## src/rtl/fp_pkg.sv

```systemverilog
// Shared floating-point definitions: flag positions, operand classes and
// small helpers used by the multiplier and the normalise/round stage.
package fp_pkg;

  localparam int FLG_INX = 0;
  localparam int FLG_UNF = 1;
  localparam int FLG_OVF = 2;
  localparam int FLG_INF = 3;
  localparam int FLG_INV = 4;

  typedef enum logic [1:0] {
    CLS_ZERO = 2'd0,
    CLS_FIN  = 2'd1,
    CLS_INF  = 2'd2,
    CLS_NAN  = 2'd3
  } cls_e;

  function automatic int bias(input int exp_w);
    return (1 << (exp_w - 1)) - 1;
  endfunction

  // Canonical quiet NaN, right-aligned in a wide vector; callers slice it.
  function automatic logic [127:0] qnan(input int exp_w, input int man_w);
    logic [127:0] q;
    q = '0;
    for (int i = 0; i < exp_w; i++) q[man_w + i] = 1'b1;
    q[man_w - 1] = 1'b1;
    return q;
  endfunction

  // Leading zeros of a left-justified vector; 128 when the vector is zero.
  function automatic logic [7:0] lzc(input logic [127:0] v);
    logic [7:0] n;
    n = 8'd128;
    for (int i = 0; i < 128; i++) if (v[i]) n = 8'(127 - i);
    return n;
  endfunction

endpackage

```

## src/rtl/fp_norm_round.sv

```systemverilog
// Combinational normalise, round-to-nearest-even and pack of a raw mantissa
// product; also resolves special classes into their final encodings.
module fp_norm_round
  import fp_pkg::*;
#(
  parameter  int EXP_W = 8,
  parameter  int MAN_W = 23,
  localparam int W     = 1 + EXP_W + MAN_W,
  localparam int PW    = 2 * (MAN_W + 1)
) (
  input  logic                   sign,
  input  logic [1:0]             cls,
  input  logic signed [EXP_W+1:0] e,
  input  logic [PW-1:0]          prod,
  output logic [W-1:0]           res,
  output logic [4:0]             flags
);

  // Headroom so that E minus a full-width shift count never wraps.
  localparam int EW = EXP_W + 10;
  localparam logic [127:0] QNAN = qnan(EXP_W, MAN_W);

  function automatic logic rne_up(input logic lsb, input logic g,
                                  input logic r, input logic s);
    return g & (r | s | lsb);
  endfunction

  logic [7:0]             lz;
  logic [PW-2:0]          m;
  logic [MAN_W-1:0]       frac;
  logic                   g, r, s, up, inx;
  logic [MAN_W:0]         frac_r;
  logic signed [EW-1:0]   e_ext, e_norm, e_rnd;

  always_comb begin
    // Leading one lands at bit PW-1; bits below it are fraction, G, R, sticky.
    lz     = lzc({prod, {(128 - PW){1'b0}}});
    m      = prod[PW-2:0] << lz;
    frac   = m[PW-2 -: MAN_W];
    g      = m[PW-2-MAN_W];
    r      = m[PW-3-MAN_W];
    s      = |m[PW-4-MAN_W:0];
    up     = rne_up(frac[0], g, r, s);
    inx    = g | r | s;
    frac_r = {1'b0, frac} + {{MAN_W{1'b0}}, up};
    e_ext  = EW'(e);
    e_norm = e_ext + EW'(1) - $signed({{(EW-8){1'b0}}, lz});
    e_rnd  = e_norm + $signed({{(EW-1){1'b0}}, frac_r[MAN_W]});

    res   = '0;
    flags = '0;
    case (cls)
      CLS_NAN: begin
        res            = QNAN[W-1:0];
        flags[FLG_INV] = 1'b1;
      end
      CLS_INF: begin
        res            = {sign, {EXP_W{1'b1}}, {MAN_W{1'b0}}};
        flags[FLG_INF] = 1'b1;
      end
      CLS_ZERO: res = {sign, {(W-1){1'b0}}};
      default: begin
        if (e_rnd >= EW'((1 << EXP_W) - 1)) begin
          res            = {sign, {EXP_W{1'b1}}, {MAN_W{1'b0}}};
          flags[FLG_OVF] = 1'b1;
          flags[FLG_INX] = 1'b1;
          flags[FLG_INF] = 1'b1;
        end else if (e_rnd < EW'(1)) begin
          res            = {sign, {(W-1){1'b0}}};
          flags[FLG_UNF] = 1'b1;
          flags[FLG_INX] = 1'b1;
        end else begin
          res            = {sign, e_rnd[EXP_W-1:0], frac_r[MAN_W-1:0]};
          flags[FLG_INX] = inx;
        end
      end
    endcase
  end

endmodule

```

## src/rtl/fp_mul_pipe.sv

```systemverilog
// Three-stage IEEE-754 multiplier with a single global advance enable,
// valid/ready handshake and a pass-through tag.
module fp_mul_pipe
  import fp_pkg::*;
#(
  parameter  int EXP_W = 8,
  parameter  int MAN_W = 23,
  parameter  int TAG_W = 4,
  localparam int W     = 1 + EXP_W + MAN_W
) (
  input  logic             clk,
  input  logic             rst,
  input  logic [W-1:0]     i_a,
  input  logic [W-1:0]     i_b,
  input  logic [TAG_W-1:0] i_tag,
  input  logic             i_vld,
  output logic             i_rdy,
  output logic [W-1:0]     o_res,
  output logic [TAG_W-1:0] o_tag,
  output logic             o_res_vld,
  input  logic             i_res_rdy,
  output logic [4:0]       o_flags,
  output logic             overflow
);

  localparam int EXW  = EXP_W + 2;
  localparam int SW   = MAN_W + 1;
  localparam int BIAS = bias(EXP_W);

  logic adv;
  assign adv   = ~o_res_vld | i_res_rdy;
  assign i_rdy = adv;

  logic [EXP_W-1:0]      ea, eb, eff_a, eff_b;
  logic [MAN_W-1:0]      fa, fb;
  logic                  a_nan, a_inf, a_zero, b_nan, b_inf, b_zero;
  cls_e                  cls_in;
  logic signed [EXW-1:0] e_in;

  always_comb begin
    ea     = i_a[W-2:MAN_W];
    eb     = i_b[W-2:MAN_W];
    fa     = i_a[MAN_W-1:0];
    fb     = i_b[MAN_W-1:0];
    a_nan  = (&ea) & (|fa);
    b_nan  = (&eb) & (|fb);
    a_inf  = (&ea) & ~(|fa);
    b_inf  = (&eb) & ~(|fb);
    a_zero = ~(|ea) & ~(|fa);
    b_zero = ~(|eb) & ~(|fb);
    eff_a  = (ea == '0) ? EXP_W'(1) : ea;
    eff_b  = (eb == '0) ? EXP_W'(1) : eb;
    e_in   = $signed({2'b00, eff_a}) + $signed({2'b00, eff_b}) - EXW'(BIAS);
    cls_in = CLS_FIN;
    if (a_nan | b_nan | (a_inf & b_zero) | (b_inf & a_zero)) cls_in = CLS_NAN;
    else if (a_inf | b_inf)                                  cls_in = CLS_INF;
    else if (a_zero | b_zero)                                cls_in = CLS_ZERO;
  end

  // S1: unpacked operands, class, sign and biased exponent sum
  logic                  vld_p1, sign_p1;
  cls_e                  cls_p1;
  logic signed [EXW-1:0] e_p1;
  logic [SW-1:0]         sig_a_p1, sig_b_p1;
  logic [TAG_W-1:0]      tag_p1;

  always_ff @(posedge clk) begin
    if (rst)      vld_p1 <= 1'b0;
    else if (adv) vld_p1 <= i_vld;
  end

  always_ff @(posedge clk) begin
    if (adv) begin
      sign_p1  <= i_a[W-1] ^ i_b[W-1];
      cls_p1   <= cls_in;
      e_p1     <= e_in;
      sig_a_p1 <= {|ea, fa};
      sig_b_p1 <= {|eb, fb};
      tag_p1   <= i_tag;
    end
  end

  // S2: full-width mantissa product
  logic                  vld_p2, sign_p2;
  cls_e                  cls_p2;
  logic signed [EXW-1:0] e_p2;
  logic [2*SW-1:0]       prod_p2;
  logic [TAG_W-1:0]      tag_p2;

  always_ff @(posedge clk) begin
    if (rst)      vld_p2 <= 1'b0;
    else if (adv) vld_p2 <= vld_p1;
  end

  always_ff @(posedge clk) begin
    if (adv) begin
      sign_p2 <= sign_p1;
      cls_p2  <= cls_p1;
      e_p2    <= e_p1;
      prod_p2 <= {{SW{1'b0}}, sig_a_p1} * {{SW{1'b0}}, sig_b_p1};
      tag_p2  <= tag_p1;
    end
  end

  // S3: normalise, round, pack into the output register
  logic [W-1:0] nr_res;
  logic [4:0]   nr_flags;

  fp_norm_round #(.EXP_W(EXP_W), .MAN_W(MAN_W)) u_norm_round (
    .sign  (sign_p2),
    .cls   (cls_p2),
    .e     (e_p2),
    .prod  (prod_p2),
    .res   (nr_res),
    .flags (nr_flags)
  );

  always_ff @(posedge clk) begin
    if (rst) begin
      o_res_vld <= 1'b0;
      o_res     <= '0;
      o_tag     <= '0;
      o_flags   <= '0;
    end else if (adv) begin
      o_res_vld <= vld_p2;
      o_res     <= nr_res;
      o_tag     <= tag_p2;
      o_flags   <= nr_flags;
    end
  end

  // Legacy single-bit indication of any infinite/overflowing result.
  assign overflow = o_flags[FLG_OVF] | o_flags[FLG_INF];

endmodule

```

## config.mk

```make
export PLATFORM = sky130hd
export DESIGN_NAME = fp_mul_pipe
export DESIGN_NICKNAME = d
export VERILOG_FILES = /design/src/rtl/fp_pkg.sv /design/src/rtl/fp_norm_round.sv /design/src/rtl/fp_mul_pipe.sv
export SDC_FILE = /design/constraint.sdc
export NUM_CORES = 2
export LEC_CHECK = 0
export CAP_MARGIN = 25
export CORE_MARGIN = 1.5
export CORE_UTILIZATION = 28
export CTS_CLUSTER_SIZE = 40
export DETAILED_ROUTE_END_ITERATION = 8
export PLACE_DENSITY = 0.53
export SLEW_MARGIN = 20
export SYNTH_ARGS = -nofsm -noshare
export SYNTH_HDL_FRONTEND = slang
export SYNTH_SLANG_ARGS = --single-unit
```

## constraint.sdc

```tcl
create_clock -name clk -period 20.1 [get_ports clk]
set_clock_uncertainty 0.05 [all_clocks]
set_input_delay 4.02 -clock clk [delete_from_list [all_inputs] [get_ports clk]]
set_output_delay 4.02 -clock clk [all_outputs]
set_load 0.05 [all_outputs]
```

======== Yosys cells after proc, flatten, opt, wreduce, memory -nomap -nowiden ========
Index checks and enable logic that the tools add are counted.
storage, ports and cells
  register bits after elaboration ......... 174
  latch bits .............................. 0
  RAM bits ................................ 0
  memory bits (read-only) ................. 0
  logic and storage cells ................. 132
  memories ................................ 0
operators by class
  add/sub/neg operators ................... 6
  multipliers ............................. 1
  divide/modulo/power cells ............... 0
  magnitude comparators ................... 2
  equal/unequal tests ..................... 2
  shift operators ......................... 1
  muxes and demuxes ....................... 63
  bitwise operators ....................... 26
  reductions and logical operators ........ 13
operator list
  operator               count
  $mux 8                 50
  $pmux 32 s3            1
  $mux 31                2
  $mul 24x24->48         1
  $shl 47x8->47          1
  $reduce_or 23->1       2
  $add 23x1->24          1
  $reduce_or 22->1       1
  $add 18x2->18          1
  $ge 18x9->1 const B    1
  $lt 18x2->1 const B    1
  $sub 18x9->18          1
  $logic_not 8->1        2
  $reduce_and 8->1       2
  $reduce_or 8->1        2
  $add 10x2->11 const B  1
  $or 1x1->1             11
  $sub 9x7->10 const B   1
  $add 8x8->9            1
  $and 1x1->1            9
  $mux 1                 7
  $not 1->1              5
  $eq 2x2->1 const B     2
  $reduce_or 2->1        2
  6 further kinds        6

======== Depth between registers and ports, before layout ========
  depth in word-level cells ............... 59
  depth in mapped cells ................... 38
  depth with buffers taken out ............ 33

======== Hierarchy ========
Synthesis repeated with hierarchy kept, for this count alone.
unflattened totals
  cells, all modules ...................... 3528
  area total of the unflattened synthesis .. 30799.5 µm²
by module, submodules not included
  module         instances  cells each  area each (µm²)  seq. area each (µm²)
  fp_mul_pipe    1          2615        25255.5          4784.6
  fp_norm_round  1          913         5544.1           0.0

======== Worst setup path after synthesis ========
OpenSTA, ideal clock, no wires.
  kind .................................... input -> output
  start ................................... input port i_res_rdy
  end ..................................... output port i_rdy
  arrival ................................. 8.671 ns
  path slack .............................. 7.359 ns
  cell stages on the path ................. 5
  cells stage by stage .................... nor2b_1 clkbuf_1 inv_1 clkbuf_1 clkbuf_1
between the ends
  cells in the longest elaborated chain, start to end .. 1
ends and longest elaborated chain
  item                line               source
  start: declaration  fp_mul_pipe.sv:21  input logic i_res_rdy,
  $or 1x1->1          fp_mul_pipe.sv:31  assign adv = ~o_res_vld | i_res_rdy;
  end: declaration    fp_mul_pipe.sv:17  output logic i_rdy,
No other way between the ends.

======== Final worst setup path ========
Ends and elaborated chain as after synthesis.

==> flow_summary.yaml <==
yosys:
  synth_seq_cells: 174
  avgSynthCellArea_um2: 8.942
  yosysTopAreaCellShare: 0.3204
  yosysMostFrequentCell: "inv_1"
  yosysSeqAreaShare: 0.1582
  synth_area_leader_cell: "fa_1"
  synth_area_um2: 30240
  synth_commonest_cells: "531 x inv_1, 526 x nand2_1, 484 x fa_1"
  synth_warnings: 0
  syn_inst: 3382
  synth.distinct_cells: 104
  synth_flop_cell: "edfxtp_1"
  async_flop_share: 0
  synth_nets: 4147
  synth_edf_count: 130
  synthTopCellsByArea: "fa_1 32%, edfxtp_1 13%, ha_1 8.6%, inv_1 6.6%, nand2_1 6.5%"
cells_and_area:
  drive_gt1_frac: 0.04901
  area_delta_synth_final_pct: 10.48
  fillers: 11190
  nets: 4139
clock_tree:
  clockRootBuffer: "clkbuf_16"
  numCtsBuffers: 17
  cts_sinks: 174
  cts_resized: 0
  path_clk_slew_ns: 0.08
  ctsHoldBuffers: 0
  cts.path.max_buffers: 2
  h-tree-depth: 4
  clock_latency_ns: 0.50
  post-cts-setup-buffer-count: 0
  cts_tree: "yes"
global_routing:
  grt_max_degree: 81
  overflow: 0
  antenna_found_initial: 6
  grt_pass1_vias: 24310
  grt_util_all_layers: 0.1683
  grt_first_pass_wirelength_mm: 144.5
worst_setup_path:
  cp_max_fo: 80
  r2r_cells: 35
  crit_type: "in2out"
  cp.arrival_ns: 6.09
  end_kind: "output port"
  rrSetupSlack_ns: 10.45
  r2r-start: "prod_p2[44]$_DFFE_PP_"
  r2r-end: "o_res[8]$_SDFFE_PP0P_"
  setup.worst_path.start_class: "input pin"
  required_ns: 16.03
sta:
  clock.fmax_mhz: 98.43
  fin_crit_sh: 0.5055
  fin_setup_tns_ns: 0
  slew_violations: 0
  hold_viol_final: 0
  finalSetupViolations: 0
  period_minus_slack_ns: 10.16
  grt_setup_unrepaired: "no"
  maxSlewHeadroom: 0.2444
  hold-worst-slack_ns: 0.3679
  worstMarginPinSlew_ns: 1.133
worst_hold_path:
  holdPathStages: 0
  worstHoldStart: "e_p1[3]$_DFFE_PP_"
  hp-class: "reg2reg"
  whs_endpoint: "e_p2[3]$_DFFE_PP_"
status:
  outcome: "completed"
run:
  cap_viol_max_count: 0
floorplan:
  fp-row-count: 120
  die_h_um: 331.7
  initial_core_util: 0.2825
  ioPinCount: 116
  dieArea_um2: 110000
  core_um2: 107100
  die_x_um: 331.7
route:
  remaining_drc_errors: 0
  num_vias: 24000
  drt_pass1_iterations: 5
  finalWirelength_mm: 91.67
  drt-wirelength-per-cell_um: 19.12
  first_iter_violations: 1886
  via_per_inst: 5.008
  ant_nets: 0
place:
  dp_hpwl_mm: 68.23
  io_buffers: 115
  place_congestion: 0.8960
## how the worst max path moves through the flow
stage | to | startpoint | cells after the start | slack, ns
global placement | i_rdy | i_res_rdy | 4 | 9.40
CTS | i_rdy | i_res_rdy | 4 | 9.38
floorplan | i_rdy | i_res_rdy | 5 | 7.36
detailed placement | i_rdy | i_res_rdy | 4 | 9.38
global route | o_res[7]$_SDFFE_PP0P_ | prod_p2[44]$_DFFE_PP_ | 34 | 9.69
finish | i_rdy | i_res_rdy | 4 | 9.94
## sequential cells by signal, summed over array words and instances (netlist names)
signal and count:
cls_p1 2, cls_p2 2, e_p1 10, e_p2 10, o_flags 5, o_res 32
o_res_vld 1, o_tag 4, prod_p2 48, sig_a_p1 24, sig_b_p1 24, sign_p1 1
sign_p2 1, tag_p1 4, tag_p2 4, vld_p1 1, vld_p2 1
## layer usage
metal	routed length, µm	GRT usage
met5	21	0
met4	1616	0.03755
met3	6672	0.03380
met2	41310	0.2645
met1	42040	0.2375
## logic make-up (layout without fill, tap and decap cells)
kind of cell / Yosys count / count (layout) / synth area share
AOI/OAI and AO/OA: 494 / 494 / 0.1100
xor gates and xnor gates: 86 / 86 / 0.02491
adders and majority gates: 693 / 693 / 0.4069
buffers and inverters: 740 / 745 / 0.09656
DFF: 174 / 174 / 0.1582
muxes: 70 / 70 / 0.02548
other: 0 / 3 / 0
and+or+nand+nor: 1125 / 1125 / 0.1780
## through the flow
step                area [µm²]  std cells  utilization  worst slack (ns)
detailed placement       32690       4751       0.3053             9.383
CTS                      33310       4783       0.3111             9.377
finish                   33410       4793       0.3121             9.940
floorplan                30240       3382            -             7.359
global route             33400       4790       0.3120             9.690
global placement         32680       4750       0.3053             9.395
## cell usage in the layout (no fill, tap or decap), drive strengths merged, types with 16 or more instances in the layout
| master | synthesis | final |
|---|---|---|
| inv | 534 | 541 |
| nand2 | 526 | 526 |
| fa | 484 | 484 |
| and2 | 210 | 210 |
| ha | 209 | 209 |
| a21oi | 134 | 134 |
| edfxtp | 130 | 130 |
| nor2 | 124 | 124 |
| clkdlybuf4s50 | 0 | 115 |
| o21ai | 111 | 111 |
| nor3 | 71 | 71 |
| xnor2 | 61 | 61 |
| buf | 53 | 61 |
| nand3 | 55 | 55 |
| mux2i | 44 | 44 |
| dfxtp | 44 | 44 |
| nor4 | 44 | 44 |
| o211ai | 26 | 26 |
| a211oi | 26 | 26 |
| xor2 | 25 | 25 |
| a21o | 23 | 23 |
| mux2 | 23 | 23 |
| nand4 | 21 | 21 |
| clkbuf | 151 | 17 |
| o31ai | 16 | 16 |
| o21a | 16 | 16 |
## critical path: stages
cell	delay (ns)
clkdlybuf4s50_1	0.41
nor2b_2	0.47
inv_6	0.34
clkdlybuf4s50_1	0.84
## area by class of cell
type,instances,area (µm²),area share
Timing Repair Buffer,177,1659,0.04966
Clock buffer,17,425.4,0.01273
Clock inverter,15,195.2,0.005842
Multi-Input combinational cell,2468,22560,0.6752
Inverter,536,2023,0.06055
Antenna cell,3,7.507,0.0002247
Sequential cell,174,4785,0.1432
Tap cell,1403,1755,0.05254
Power is left out: the tool's default activity adds up to more than one toggle a clock period on the data nets, which glitch-free logic cannot reach.
